===== src/rtl/stopwatch_pkg.sv =====
// Shared state encoding and widths for the stopwatch sequencing controller.
package stopwatch_pkg;

    typedef enum logic [1:0] {IDLE, RUNNING, PAUSED, LAP} sw_state_t;

    localparam int BCD_W = 8;

endpackage


===== src/rtl/stopwatch_ctrl_tick_prescaler.sv =====
// Divides the system clock to a one-cycle tick every TICK_DIV enabled cycles.
// The count holds while neither enable nor zero is asserted.
module tick_prescaler #(
    parameter int TICK_DIV = 10_000_000
) (
    input  logic clock,
    input  logic rst,
    input  logic enable,
    input  logic zero,
    output logic tick
);

    localparam int CNT_W = (TICK_DIV > 1) ? $clog2(TICK_DIV) : 1;
    localparam logic [CNT_W-1:0] LAST = CNT_W'(TICK_DIV - 1);

    logic [CNT_W-1:0] count;

    always_ff @(posedge clock) begin
        if (rst) begin
            count <= '0;
            tick  <= 1'b0;
        end else begin
            tick <= 1'b0;
            if (zero) begin
                count <= '0;
            end else if (enable) begin
                // The wrap edge raises tick, so it is visible the cycle after.
                if (count == LAST) begin
                    count <= '0;
                    tick  <= 1'b1;
                end else begin
                    count <= count + 1'b1;
                end
            end
        end
    end

endmodule


===== src/rtl/stopwatch_ctrl.sv =====
// Stopwatch sequencing FSM: button pulses -> counter tick/clear, lap hold, display mux.
// Optional lap feature is compiled in with macro STOPWATCH_LAP_EN.
module stopwatch_ctrl
    import stopwatch_pkg::*;
#(
    parameter int TICK_DIV = 10_000_000
) (
    input  logic             clock,
    input  logic             rst,
    input  logic             start_stop,
    input  logic             lap,
    input  logic             clear_btn,
    input  logic [BCD_W-1:0] number,
    output logic             second_tick,
    output logic             counter_clear,
    output logic [BCD_W-1:0] display_number,
    output logic             running,
    output logic             lap_active
);

    sw_state_t state;
    sw_state_t next_state;
    logic      presc_enable;
    logic      presc_zero;

`ifdef STOPWATCH_LAP_EN
    logic [BCD_W-1:0] lap_reg;
    logic             capture;
`endif

    // Prescaler follows the current state, not the pending transition.
    assign presc_enable = (state == RUNNING) || (state == LAP);
    assign presc_zero   = (state == IDLE);

    tick_prescaler #(
        .TICK_DIV (TICK_DIV)
    ) u_prescaler (
        .clock  (clock),
        .rst    (rst),
        .enable (presc_enable),
        .zero   (presc_zero),
        .tick   (second_tick)
    );

    always_ff @(posedge clock) begin
        if (rst) begin
            state <= IDLE;
        end else begin
            state <= next_state;
        end
    end

    // Priority clear_btn > start_stop > lap; a dominated pulse is dropped.
    always_comb begin
        next_state = state;
`ifdef STOPWATCH_LAP_EN
        capture    = 1'b0;
`endif
        case (state)
            IDLE: begin
                if (clear_btn) begin
                    next_state = IDLE;
                end else if (start_stop) begin
                    next_state = RUNNING;
                end
            end
            RUNNING: begin
                if (clear_btn) begin
                    next_state = IDLE;
                end else if (start_stop) begin
                    next_state = PAUSED;
                end else if (lap) begin
`ifdef STOPWATCH_LAP_EN
                    next_state = LAP;
                    capture    = 1'b1;
`else
                    next_state = RUNNING;
`endif
                end
            end
            PAUSED: begin
                if (clear_btn) begin
                    next_state = IDLE;
                end else if (start_stop) begin
                    next_state = RUNNING;
                end
            end
`ifdef STOPWATCH_LAP_EN
            LAP: begin
                if (clear_btn) begin
                    next_state = IDLE;
                end else if (start_stop) begin
                    next_state = PAUSED;
                end else if (lap) begin
                    next_state = RUNNING;
                end
            end
`endif
            default: next_state = IDLE;
        endcase
    end

    // Status outputs are registered from the next state so they line up with state.
    always_ff @(posedge clock) begin
        if (rst) begin
            counter_clear  <= 1'b1;
            running        <= 1'b0;
            display_number <= '0;
        end else begin
            counter_clear <= (next_state == IDLE);
            running       <= (next_state == RUNNING) || (next_state == LAP);
`ifdef STOPWATCH_LAP_EN
            display_number <= (state == LAP) ? lap_reg : number;
`else
            display_number <= number;
`endif
        end
    end

`ifdef STOPWATCH_LAP_EN
    always_ff @(posedge clock) begin
        if (rst) begin
            lap_reg    <= '0;
            lap_active <= 1'b0;
        end else begin
            lap_active <= (next_state == LAP);
            if (next_state == IDLE) begin
                lap_reg <= '0;
            end else if (capture) begin
                lap_reg <= number;
            end
        end
    end
`else
    assign lap_active = 1'b0;
`endif

endmodule

===== config.mk =====
export PLATFORM = sky130hd
export DESIGN_NAME = stopwatch_ctrl
export DESIGN_NICKNAME = d
export VERILOG_FILES = /design/src/rtl/stopwatch_pkg.sv /design/src/rtl/stopwatch_ctrl_tick_prescaler.sv /design/src/rtl/stopwatch_ctrl.sv
export SDC_FILE = /design/constraint.sdc
export NUM_CORES = 1
export LEC_CHECK = 0
export CELL_PAD_IN_SITES_DETAIL_PLACEMENT = 1
export CELL_PAD_IN_SITES_GLOBAL_PLACEMENT = 1
export CORE_MARGIN = 2
export CORE_UTILIZATION = 35
export CTS_CLUSTER_SIZE = 16
export DETAILED_ROUTE_END_ITERATION = 6
export PLACE_DENSITY_LB_ADDON = 0.1
export SKIP_LAST_GASP = 1
export SYNTH_ARGS = -nofsm -noshare
export SYNTH_HDL_FRONTEND = slang
export SYNTH_SLANG_ARGS = --single-unit

===== constraint.sdc =====
create_clock -name clock -period 1.8 [get_ports clock]
set_clock_uncertainty 0.1 [all_clocks]
set_input_delay 0.54 -clock clock [delete_from_list [all_inputs] [get_ports clock]]
set_output_delay 0.54 -clock clock [all_outputs]
set_load 0.02 [all_outputs]

==> results.cfg <==
[die]
die-area_mm2 = 0.00488
core_area_mm2 = 0.00409
start_util_pct = 37.2
ioPinCount = 25
num_rows = 23
chipWidth_um = 69.9
dieHeight_um = 69.9

[global_routing]
grt_util_all_layers_pct = 17.5
grt_pass1_wl_mm = 6.67
antenna_found_initial = 0
grt_pass1_vias = 1451
grt_max_degree = 17
grt_overflow = 0

[drt]
first_pass_iters = 4
ant_nets = 0
drt-initial-drc-count = 17
num_vias = 1379
finalWirelength_mm = 4.21
drcViolationCount = 0
routedWlPerCell_um = 15.8
vias_per_cell = 5.16

[final_layout]
multi_input_comb_area_um2 = 860
finalNetCount = 230
nFillCells = 459
fin_area_mm2 = 0.00224
n_antenna_cell = 0
final_cells = 267
regArea_um2 = 733
syn_to_final_growth_pct = 47.2
layout-drive-gt1-share_pct = 35.5

[setup_path]
cpPeakStageDelay_ns = 0.45
arrival_ns = 1.96
worst_setup_path_start_kind = flip-flop
cp.required_ns = 1.88
path_cells = nor4bb_1, nand3_2, o31ai_4, clkbuf_16, nor2_4
crit_buf_inv = 1
critPathKind = flip-flop to flip-flop
slowest_stage = o31ai_4
crit_fanout = 8
critPathTopFamily = simple AND/OR/NAND/NOR gates
crit_path_end_kind = flip-flop

[yosys]
synthMuxAreaShare_pct = 1.32
synth_fa_ha_area_share_pct = 0.824
postSynthCellCount = 164
syn_area_mm2 = 0.00152
syn_area_per_cell_um2 = 9.26
synth_seq_cells = 36
ys.flop_type = dfxtp_1
async_flop_share_pct = 0
synth_xor_area_share_pct = 6.92
yosys-top-cells-count = dfxtp_1 (36), nor2_1 (17), a21oi_1 (11)
synth_edf_count = 0
yosys.area_share.simple_pct = 30.2
yosys_warnings = 0
synthDistinctLibCells = 37
synth.top_cell.area_share_pct = 47.4
synth_area_leaders = dfxtp_1 (47%), nor2_1 (4.2%), xor2_1 (4.0%)
synth_top_family_by_area = simple AND/OR/NAND/NOR gates
synth.most_common_cell = dfxtp_1
synth_nets = 178
synth_seq_area_share_pct = 47.4
yosysTopAreaCell = dfxtp_1
synth_compound_area_share_pct = 9.72

[placement]
portBuffers = 22
routabilityCongestion = 0.749
dp.cells = 253
dp_hpwl_mm = 2.81
place_area_mm2 = 0.00197

[timing]
fmax_mhz = 533
timing.setup.tns_ns = -0.584
fin_crit_sh_pct = 104
rsz0062_at_grt = true
slew_viol_final = 0
fin_ws_ns = -0.0763
hold_violations = 0
setup_violations = 17
min_period_ns = 1.88

[clock_tree]
cts.clk_slew.worst_paths_ns = 0.07
cts_root_buf = clkbuf_8
cts-buffers-inserted = 5
tritoncts = built
htreeDepth = 2
clock_path_buffers = 2
postCtsHoldBufs = 0
clock_sink_count = 36
clk-insertion-delay-late_ns = 0.30

[status]
status = finished, violations left
violations = negative setup slack

[power_and_ir_drop]
power.leakage_nw = 0.819
p_per_area_mw_per_mm2 = 680
p_total_w = 0.00152
ir_drop_mv = 0.307

[worst_hold_path]
hold_path.class = flip-flop to flip-flop

[run]
drv_cap = 0
[metal layers]
metal	up-vias	GRT usage, %	wire (µm)
met5	-	0	0
met4	0	9.62	108
met3	8	4.76	133
met2	20	28.3	2080
met1	665	21.0	1890
li1	686	-	-
[sequential cells by signal, summed over array words and instances, names as in the netlist]
signal and flops:
state 2, u_prescaler.count 24, counter_clear 1, u_prescaler.tick 1
display_number 8
[per-stage QoR]
stage | setup WS (ns) | hold WS, ns | util [%]
2_1_floorplan | 0.0115 | 0.361 | -
5_1_grt | -0.171 | 0.435 | 54.7
4_1_cts | -0.00332 | 0.415 | 51.0
3_3_place_gp | 0.0540 | 0.390 | 48.2
6_report | -0.0763 | 0.401 | 54.7
3_5_place_dp | -0.0187 | 0.404 | 48.2
[timing repair]
item | CTS | global route
cloned | 1 | 1
hold endpoints to repair | 0 | 0
buffers inserted | 2 | 3
pin swaps | 4 | 17
endpoints found under the setup margin | 14 | 23
resized for setup | 14 | 33
[tightest hold or removal path: cells and delay by family (launching register included)]
family,cells,cell delay [ns]
flops,1,0.34
compound gates,2,0.13
[worst paths after layout]
path                                        endpoint                               start  slack (ns)  cells past startpoint
hold / removal    u_prescaler.count[23]$_SDFFE_PP0N_  u_prescaler.count[23]$_SDFFE_PP0N_        0.40                      2
hold reg to reg   u_prescaler.count[23]$_SDFFE_PP0N_  u_prescaler.count[23]$_SDFFE_PP0N_        0.40                      2
setup reg to reg   u_prescaler.count[9]$_SDFFE_PP0N_  u_prescaler.count[23]$_SDFFE_PP0N_       -0.08                      5
setup / recovery   u_prescaler.count[9]$_SDFFE_PP0N_  u_prescaler.count[23]$_SDFFE_PP0N_       -0.08                      5
[cell type report]
| class | count | area share, % |
|---|---|---|
| Clock inverter | 2 | 0.448 |
| Timing Repair Buffer | 53 | 21.3 |
| Multi-Input combinational cell | 117 | 38.4 |
| Tap cell | 50 | 2.80 |
| Clock buffer | 6 | 3.69 |
| Inverter | 3 | 0.504 |
| Sequential cell | 36 | 32.8 |
[report_power, final]
part           switching (W)  internal (W)  total [W]
clock               0.000299      0.000305   0.000604
sequential        0.00000453      0.000808   0.000813
combinational      0.0000512     0.0000530   0.000104
[kinds of logic (layout without fill, tap and decap cells)]
logic type / after synthesis / in the layout
DFF: 36 / 36
AOI/OAI and AO/OA: 24 / 24
other: 1 / 1
xor gates and xnor gates: 12 / 12
and+or+nand+nor: 77 / 77
buffers and inverters: 11 / 64
adders and majority gates: 1 / 1
muxes: 2 / 2
[layout by cell type, fill, tap and decap left out, types with 3 or more instances in the layout]
cell / Yosys / layout
a21oi_1: 11 / 6
a21oi_2: 1 / 6
and3_1: 3 / 3
and4_1: 5 / 4
buf_4: 1 / 27
clkbuf_8: 0 / 6
clkdlybuf4s50_1: 0 / 11
dfxtp_1: 36 / 26
dfxtp_2: 0 / 10
dlygate4sd2_1: 0 / 11
inv_1: 3 / 3
nand2_1: 6 / 6
nand3_1: 7 / 6
nand4_1: 6 / 6
nor2_1: 17 / 11
nor2_4: 0 / 6
nor2b_1: 8 / 8
nor3_1: 4 / 4
o21ai_0: 8 / 7
o31ai_1: 3 / 3
or3_1: 5 / 4
or3_2: 3 / 3
or4_4: 1 / 3
xnor2_1: 5 / 5
xor2_1: 7 / 7
Note: power is estimated with default switching activity, not from simulation.
